`config.mk`:
```
export PLATFORM = sky130hd
export DESIGN_NAME = cv32e40p_fetch_queue
export DESIGN_NICKNAME = d
export VERILOG_FILES = /design/src/rtl/cv32e40p_pkg.sv /design/src/rtl/cv32e40p_fetch_fifo.sv /design/src/rtl/cv32e40p_fetch_queue.sv
export SDC_FILE = /design/constraint.sdc
export NUM_CORES = 1
export LEC_CHECK = 0
export CAP_MARGIN = 20
export CORE_MARGIN = 3
export CORE_UTILIZATION = 30
export CTS_BUF_LIST = sky130_fd_sc_hd__clkbuf_4
export DETAILED_ROUTE_END_ITERATION = 16
export DONT_BUFFER_PORTS = 1
export GPL_ROUTABILITY_DRIVEN = 0
export PLACE_DENSITY = 0.55
export SLEW_MARGIN = 10
export SYNTH_ARGS = -nofsm -noshare
export SYNTH_HDL_FRONTEND = slang
export SYNTH_SLANG_ARGS = --single-unit
export TNS_END_PERCENT = 50
```
`constraint.sdc`:
```
create_clock -name clk -period 3.45 [get_ports clk]
set_input_delay 0.345 -clock clk [delete_from_list [all_inputs] [get_ports clk]]
set_output_delay 0.345 -clock clk [all_outputs]
set_load 0.05 [all_outputs]
```
`src/rtl/cv32e40p_pkg.sv`:
```
// Shared fetch-path helpers used by the fetch queue and its FIFO.
package cv32e40p_pkg;

    localparam logic [31:0] FETCH_WORD_BYTES = 32'd4;

    // The aligner resolves halfword offsets, so fetches always use the containing word.
    function automatic logic [31:0] alignWord(input logic [31:0] addr);
        return addr & ~32'h3;
    endfunction

endpackage

```
`src/rtl/cv32e40p_fetch_fifo.sv`:
```
// DEPTH x 32 word FIFO with synchronous clear and a first-word bypass when empty.
module cv32e40p_fetch_fifo
    import cv32e40p_pkg::*;
#(
    parameter int DEPTH = 2,
    parameter int CNT_W = $clog2(DEPTH + 1)
) (
    input  logic             clk,
    input  logic             rst_n,
    input  logic             clear_i,
    input  logic             in_valid_i,
    input  logic [31:0]      in_data_i,
    input  logic             out_ready_i,
    output logic             out_valid_o,
    output logic [31:0]      out_data_o,
    output logic [CNT_W-1:0] count_o
);
    localparam int PTR_W = (DEPTH > 1) ? $clog2(DEPTH) : 1;

    logic [31:0]      r_mem [DEPTH];
    logic [PTR_W-1:0] r_rdPtr;
    logic [PTR_W-1:0] r_wrPtr;
    logic [CNT_W-1:0] r_count;
    logic             w_empty;
    logic             w_full;
    logic             w_bypass;
    logic             w_push;
    logic             w_pop;

    function automatic logic [PTR_W-1:0] ptrInc(input logic [PTR_W-1:0] p);
        return (p == PTR_W'(DEPTH - 1)) ? '0 : p + PTR_W'(1);
    endfunction

    assign w_empty     = (r_count == '0);
    assign w_full      = (r_count == CNT_W'(DEPTH));
    assign w_bypass    = w_empty & in_valid_i;
    // A bypassed word that is consumed immediately never occupies an entry.
    assign w_push      = in_valid_i & ~(w_bypass & out_ready_i);
    assign w_pop       = ~w_empty & out_ready_i;
    assign out_valid_o = ~w_empty | in_valid_i;
    assign out_data_o  = ~w_empty ? r_mem[r_rdPtr] : (in_valid_i ? in_data_i : '0);
    assign count_o     = r_count;

    always_ff @(posedge clk or negedge rst_n) begin
        if (!rst_n) begin
            r_rdPtr <= '0;
            r_wrPtr <= '0;
            r_count <= '0;
        end else if (clear_i) begin
            r_rdPtr <= '0;
            r_wrPtr <= '0;
            r_count <= '0;
        end else begin
            if (w_push) r_wrPtr <= ptrInc(r_wrPtr);
            if (w_pop)  r_rdPtr <= ptrInc(r_rdPtr);
            r_count <= r_count + CNT_W'(w_push) - CNT_W'(w_pop);
        end
    end

    always_ff @(posedge clk) begin
        if (w_push & ~clear_i) r_mem[r_wrPtr] <= in_data_i;
    end

    pushNotFull: assert property (@(posedge clk) disable iff (!rst_n)
        !(w_push && w_full && !w_pop && !clear_i));

endmodule

```
`src/rtl/cv32e40p_fetch_queue.sv`:
```
// Fetch front end: issues word-aligned OBI fetches, tracks outstanding transactions,
// buffers returned words and discards responses made stale by branch/hwloop redirects.
module cv32e40p_fetch_queue
    import cv32e40p_pkg::*;
#(
    parameter int DEPTH           = 2,
    parameter int MAX_OUTSTANDING = 2
) (
    input  logic        clk,
    input  logic        rst_n,
    input  logic        req_i,
    input  logic        branch_i,
    input  logic [31:0] branch_addr_i,
    input  logic        hwlp_jump_i,
    input  logic [31:0] hwlp_target_i,
    input  logic        fetch_ready_i,
    output logic        fetch_valid_o,
    output logic [31:0] fetch_rdata_o,
    output logic        instr_req_o,
    output logic [31:0] instr_addr_o,
    input  logic        instr_gnt_i,
    input  logic        instr_rvalid_i,
    input  logic [31:0] instr_rdata_i,
    input  logic        instr_err_i,
    output logic        busy_o
);
    localparam int               CNT_W     = $clog2(DEPTH + 1);
    localparam logic [CNT_W:0]   DEPTH_LIM = (CNT_W + 1)'(DEPTH);
    localparam logic [CNT_W-1:0] OUTS_LIM  = CNT_W'(MAX_OUTSTANDING);

    logic             r_active;
    logic             r_reqHold;
    logic             r_pendRedirect;
    logic [31:0]      r_pendTarget;
    logic [31:0]      r_addr;
    logic [CNT_W-1:0] r_outstanding;
    logic [CNT_W-1:0] r_flushCnt;

    logic             w_redirect;
    logic [31:0]      w_target;
    logic [CNT_W-1:0] w_fifoCnt;
    logic [CNT_W:0]   w_credit;
    logic             w_canIssue;
    logic             w_gnt;
    logic             w_rsp;
    logic             w_flushing;
    logic             w_drop;
    logic             w_deliver;
    logic [CNT_W-1:0] w_outstandingNext;
    logic             w_unusedErr;

    assign w_redirect  = branch_i | hwlp_jump_i;
    assign w_target    = alignWord(branch_i ? branch_addr_i : hwlp_target_i);
    assign w_credit    = {1'b0, r_outstanding} + {1'b0, w_fifoCnt};
    assign w_canIssue  = r_active & req_i & (w_credit < DEPTH_LIM) & (r_outstanding < OUTS_LIM);
    // A request left ungranted must stay asserted with a stable address (OBI).
    assign instr_req_o  = r_reqHold | w_canIssue;
    assign instr_addr_o = r_addr;
    assign w_gnt        = instr_req_o & instr_gnt_i;
    assign w_rsp        = instr_rvalid_i & (r_outstanding != '0);
    assign w_flushing   = (r_flushCnt != '0);
    assign w_drop       = w_redirect | w_flushing;
    assign w_deliver    = w_rsp & ~w_drop;
    assign busy_o       = instr_req_o | (r_outstanding != '0);
    assign w_outstandingNext = r_outstanding + CNT_W'(w_gnt) - CNT_W'(w_rsp);
    assign w_unusedErr  = instr_err_i;

    // On a redirect every transaction still in flight after this cycle is stale;
    // a held request granted later is stale too and is added to the flush count then.
    always_ff @(posedge clk or negedge rst_n) begin
        if (!rst_n) begin
            r_active       <= 1'b0;
            r_reqHold      <= 1'b0;
            r_pendRedirect <= 1'b0;
            r_pendTarget   <= '0;
            r_addr         <= '0;
            r_outstanding  <= '0;
            r_flushCnt     <= '0;
        end else begin
            r_outstanding <= w_outstandingNext;
            r_reqHold     <= instr_req_o & ~instr_gnt_i;
            if (w_redirect) begin
                r_active   <= 1'b1;
                r_flushCnt <= w_outstandingNext;
                if (instr_req_o & ~instr_gnt_i) begin
                    r_pendRedirect <= 1'b1;
                    r_pendTarget   <= w_target;
                end else begin
                    r_pendRedirect <= 1'b0;
                    r_addr         <= w_target;
                end
            end else begin
                r_flushCnt <= r_flushCnt - CNT_W'(w_rsp & w_flushing)
                                         + CNT_W'(w_gnt & r_pendRedirect);
                if (w_gnt) begin
                    r_addr         <= r_pendRedirect ? r_pendTarget : r_addr + FETCH_WORD_BYTES;
                    r_pendRedirect <= 1'b0;
                end
            end
        end
    end

    cv32e40p_fetch_fifo #(
        .DEPTH (DEPTH),
        .CNT_W (CNT_W)
    ) u_fifo (
        .clk         (clk),
        .rst_n       (rst_n),
        .clear_i     (w_redirect),
        .in_valid_i  (w_deliver),
        .in_data_i   (instr_rdata_i),
        .out_ready_i (fetch_ready_i),
        .out_valid_o (fetch_valid_o),
        .out_data_o  (fetch_rdata_o),
        .count_o     (w_fifoCnt)
    );

endmodule

```
======== Word-level counts from Yosys, hierarchy flattened ========
Memory sizes are Yosys's and may differ from the RTL's.
Index checks and enable logic that the tools add are counted.
W data, S select, Z words.
storage, ports and cells
  flip-flop bits (word level) ............. 73
  latch bits .............................. 0
  RAM bits ................................ 64
  memory bits (read-only) ................. 0
  output and inout bits ................... 67
  word-level logic and storage cells ...... 76
  memories kept ........................... 1
operators by class
  add/subtract/negate cells ............... 10
  multipliers ............................. 0
  div/mod/pow operators ................... 0
  magnitude comparators ................... 2
  equality and inequality tests ........... 1
  shifts and indexed selects .............. 0
  mux-type cells .......................... 20
  bitwise operators ....................... 24
  reduce and logical (&&, ||, !) cells .... 8
memory list
  memory        depth  width  rd ports  clocked after Yosys merged registers in  write ports  RTL line                   text
  u_fifo.r_mem  2      32     1         0                                        1            cv32e40p_fetch_fifo.sv:20  logic [31:0] r_mem [DEPTH];
operators with widths
  operator                 count
  $mux W32                 7
  $add A32 B3 Y32 const B  1
  $and A1 B1 Y1            14
  $mux W1                  11
  $reduce_bool A2 Y1       5
  $add A2 B1 Y2            3
  $sub A2 B1 Y2            3
  $not A1 Y1               5
  $or A1 B1 Y1             5
  $mux W2                  2
  $reduce_and A2 Y1        2
  $add A2 B2 Y3            1
  $lt A3 B2 Y1 const B     1
  $add A1 B1 Y1 const B    2
  $logic_not A2 Y1         1
  $lt A2 B2 Y1 const B     1
  $ne A2 B2 Y1 const B     1

======== Logic depth before layout (Yosys ltp) ========
  word-level depth ........................ 11
  depth in mapped cells ................... 13

======== Modules after synthesis ========
A second synthesis with hierarchy kept.
second synthesis, totals
  cell total of the unflattened synthesis .. 686
  area, all modules ....................... 7121.8 sq um
modules (own cells, without submodules)
  module                times used  cells each  area an instance (sq um)
  cv32e40p_fetch_queue  1           488         4237.8
  cv32e40p_fetch_fifo   1           198         2884.0

======== Worst setup path before layout ========
OpenSTA, ideal clock, no wires.
  path kind ............................... input to register
  from .................................... input port branch_i
  to ...................................... memory u_fifo.r_mem[0][0] (enable)
  setup time .............................. 0.425 ns
  arrival ................................. 2.673 ns
  data required time ...................... 3.025 ns
  path slack .............................. 0.352 ns
  stages .................................. 6
  buffers on the path ..................... 2
  path through ............................ clkbuf_1 -> nor2_1 -> buf_2 -> nand3b_1 -> a21oi_1 -> nor2b_1
between the ends
  longest elaborated chain between the ends .. 11
  elaborated cells on any way between the ends .. 12
  classes of those cells .................. mux: 2; bitwise: 10
RTL lines
  element                            RTL line                    text
  start: declaration                 cv32e40p_fetch_queue.sv:12  input logic branch_i,
  $or A1 B1 Y1 (*)                   cv32e40p_fetch_queue.sv:52  assign w_redirect = branch_i | hwlp_jump_i;
  $or A1 B1 Y1                       cv32e40p_fetch_queue.sv:62  assign w_drop = w_redirect | w_flushing;
  $not A1 Y1                         cv32e40p_fetch_queue.sv:63  assign w_deliver = w_rsp & ~w_drop;
  $and A1 B1 Y1                      cv32e40p_fetch_queue.sv:63
  $and A1 B1 Y1                      cv32e40p_fetch_fifo.sv:36   assign w_bypass = w_empty & in_valid_i;
  $and A1 B1 Y1                      cv32e40p_fetch_fifo.sv:38   assign w_push = in_valid_i & ~(w_bypass & out_ready_i);
  $not A1 Y1                         cv32e40p_fetch_fifo.sv:38
  $and A1 B1 Y1                      cv32e40p_fetch_fifo.sv:38
  $and A1 B1 Y1 (*)                  cv32e40p_fetch_fifo.sv:61   if (w_push & ~clear_i) r_mem[r_wrPtr] <= in_data_i;
  $mux W1 (*)                        cv32e40p_fetch_fifo.sv:61
  $mux W1 (implied by the code) (*)  cv32e40p_fetch_fifo.sv:61
  end: declaration                   cv32e40p_fetch_fifo.sv:20
Every way passes the cells marked *; elsewhere a longest branch is shown, timed or not.

======== Worst setup path after layout ========
  from .................................... register u_fifo.r_count[0] (netlist: u_fifo.count_o[0])
  to ...................................... output port busy_o
between the ends
  longest elaborated chain between the ends .. 6
RTL lines
  element                     RTL line                    text
  start: declaration          cv32e40p_fetch_fifo.sv:23   logic [CNT_W-1:0] r_count;
  start signal: assignment    cv32e40p_fetch_fifo.sv:56   r_count <= r_count + CNT_W'(w_push) - CNT_W'(w_pop);
  $add A2 B2 Y3               cv32e40p_fetch_queue.sv:54  assign w_credit = {1'b0, r_outstanding} + {1'b0, w_fifoCnt};
  $lt A3 B2 Y1                cv32e40p_fetch_queue.sv:55  assign w_canIssue = r_active & req_i & (w_credit < DEPTH_LIM) & (r_outstanding < OUTS_LIM);
  $and A1 B1 Y1 (2 in a row)  cv32e40p_fetch_queue.sv:55
  $or A1 B1 Y1                cv32e40p_fetch_queue.sv:57  assign instr_req_o = r_reqHold | w_canIssue;
  $or A1 B1 Y1                cv32e40p_fetch_queue.sv:64  assign busy_o = instr_req_o | (r_outstanding != '0);
  end: declaration            cv32e40p_fetch_queue.sv:25  output logic busy_o
No other way between the ends.

==> flow_metrics.tcl <==
set metrics [dict create \
    outcome "finished clean" \
    routed_via_density 5.06 \
    cp-start-kind "flip-flop" \
    track_usage 0.161 \
    rows 55 \
    yosys.area.top_type "edfxtp_1" \
    fin_area_sq_um 8810 \
    worst_pin_slew_ps 676 \
    initial_core_util 0.308 \
    ys_top_cells_by_area "edfxtp_1, dfrtp_1, mux2i_1" \
    maxCapViolations 0 \
    final_common_cell "nand2_1" \
    synth_edf_count 64 \
    io_pins 172 \
    chipHeight_microns 159 \
    antenna_found_initial 1 \
    hold_violations 0 \
    power_density_nw_per_um2 632 \
    synth_cell_type_count 65 \
    cts_max_path_buffers 2 \
    fp.dieArea_sq_um 25300 \
    die_width_microns 159 \
    finalClockSkew_ps 41.6 \
    grt_pass1_vias 5592 \
    fin_crit_sh 0.922 \
    first_iter_violations 284 \
    post_drt_wl_per_cell_microns 18.1 \
    p_leak_nw 3.41 \
    overflow 0 \
    cp_cell_sequence "and2_1, fa_1, and3b_1, a21oi_4, inv_1, buf_4, or3_4" \
    syn_area_sq_um 7010 \
    place_area_sq_um 7690 \
    path_clk_slew_ps 140 \
    crit_path_max_incr_delay_ps 510 \
    setup_viol 0 \
    max_slew_margin 0.545 \
    synth_warnings 0 \
    rsz0062_at_grt "false" \
    synthFlopType "dfrtp_1" \
    syn_avg_cell_area_sq_um 10.5 \
    synth_top_area_share 0.274 \
    async_flop_share 0.526 \
    cts_max_level 4 \
    cp.required_ps 3110 \
    cts_num_sinks 135 \
    drt_wl_total_microns 20200 \
    slew_violations 0 \
    n_fill_cell 2225 \
    numPortBuffers 0 \
    root_buffer "clkbuf_4" \
    grt_pass1_wl_microns 32300 \
    fmax_ghz 0.314 \
    syn2layout_area_growth_pct 25.6 \
    whs_ps 36.8 \
    vias 5634 \
    coreArea_sq_um 22800 \
    dr.pass1.iters 5 \
    drc_errors 0 \
    hpwl_microns 13100 \
    cp_slowest_cell "fa_1" \
    min_path_type "in -> reg" \
    synth_seq_area_share 0.527 \
    crit_fanout 4 \
    synth-seq-cells 135 \
    netlist_instances 669 \
    ant_nets 0 \
    final_layout_size_suffix_gt1_frac 0.143 \
    cts_buffers 17 \
    fin_nets 900 \
    worstSetupEndpointType "output pin" \
    final.setup.tns_ps 0 \
    final_cell_mix "nand2_1, dlygate4sd3_1, dfrtp_1" \
    clock_latency_ps 550 \
    criticalPathCategory "reg -> out" \
    cts_tree "yes" \
    cp.arrival_ps 2840 \
    grt_max_degree 72 \
    ir_worst_vdd_mv 0.309 \
    finalCriticalPeriod_ps 3180 \
]
-- stage by stage --
step                setup WS [ps]  utilization  cells  power, mW
CTS                           126        0.386   1111       5.61
global route                 73.9        0.387   1114       5.93
floorplan                     352            -    670       3.91
global placement              529        0.338   1001       4.38
detailed placement            473        0.338   1001       4.41
finish                        268        0.387   1114       5.57
-- power breakdown --
part | internal [mW] | switching, mW | total (mW)
registers | 2.03 | 0.605 | 2.63
clock network | 0.444 | 0.640 | 1.08
logic | 0.690 | 1.16 | 1.85
total | 3.16 | 2.41 | 5.57
-- state kept, by name, summed over array words and instances (netlist names) --
register	count
r_active	1
u_fifo.r_mem	64
u_fifo.count_o	2
r_outstanding	2
r_flushCnt	2
u_fifo.r_wrPtr	1
instr_addr_o	30
r_reqHold	1
r_pendRedirect	1
r_pendTarget	30
u_fifo.r_rdPtr	1
-- cells in the mapped netlist, types with 3 or more instances --
master / number
edfxtp_1: 64
a21oi_1: 28
o22ai_1: 3
o21ai_1: 5
a22o_1: 5
xor2_1: 10
and2_1: 4
a221o_1: 4
clkbuf_1: 20
inv_1: 9
a31oi_1: 5
nor2_1: 37
buf_2: 18
xnor2_1: 11
o211ai_1: 4
o2bb2ai_1: 3
nand3b_1: 4
ha_1: 7
nand3_1: 12
nand4_1: 10
a211oi_1: 3
a2bb2oi_1: 6
nor3_1: 6
nand2_1: 95
buf_4: 5
or3_1: 5
and3_1: 7
dfrtp_1: 71
a221oi_1: 10
mux2_2: 3
nor2b_1: 6
mux2i_1: 64
o32a_1: 5
o21ai_0: 82
-- layer usage --
layer,share of wire,global-route usage,wire length (microns),vias to the layer above
li1,-,-,-,2701
met2,0.46,0.250,9300,196
met5,0,0,0,-
met1,0.44,0.215,8910,2721
met3,0.085,0.0569,1710,16
met4,0.013,0.0398,263,0
-- logic make-up (layout without fill, tap and decap cells) --
| kind of cell | after synthesis | in the layout | share of synthesized area |
|---|---|---|---|
| fa+ha+maj | 8 | 8 | 0.0153 |
| xor+xnor | 21 | 21 | 0.0262 |
| mux | 67 | 67 | 0.0961 |
| flops | 135 | 135 | 0.527 |
| simple gates | 205 | 205 | 0.142 |
| buf+inv | 53 | 183 | 0.0342 |
| compound gates | 179 | 179 | 0.159 |
| other cells | 1 | 3 | 0.000535 |
-- worst max-delay path: cells and delay by family, from the launching register on --
| kind | cells | cell delay [ps] |
|---|---|---|
| fa+ha+maj | 1 | 510 |
| simple gates | 3 | 840 |
| compound gates | 1 | 200 |
| flops | 1 | 450 |
| buf+inv | 2 | 330 |
-- layout make-up --
| class | count | area, sq um | area share |
|---|---|---|---|
| inverters | 9 | 33.8 | 0.00383 |
| repair buffers | 142 | 1280 | 0.146 |
| clock buffers | 18 | 135 | 0.0153 |
| flip-flops and latches | 135 | 3700 | 0.420 |
| multi-input cells | 482 | 3110 | 0.353 |
| clock inverters | 14 | 151 | 0.0172 |
| well taps | 313 | 392 | 0.0444 |
| diodes | 1 | 2.50 | 0.000284 |
-- timing repair --
action                     4_1_cts  5_1_grt
hold endpoints to repair       158        1
setup buffers                    0        0
setup endpoints to repair        1        1
gates resized for setup          2        1
hold buffers                    78        2
-- path summary, 6_finish.rpt --
check                                        from  cells after the start  slack (ps)                end
min in group asynchronous                   rst_n                      2         350   r_pendTarget[23]
worst min register to register   r_pendTarget[13]                      2         490   r_pendTarget[13]
max in group asynchronous                   rst_n                      2        2740  u_fifo.count_o[0]
worst max-delay path            u_fifo.count_o[0]                      7         270             busy_o
worst min-delay path            hwlp_target_i[19]                      2          40   r_pendTarget[19]
worst max register to register  u_fifo.count_o[0]                      9         270    instr_addr_o[9]
No activity file was read; power rests on OpenSTA's default activity.
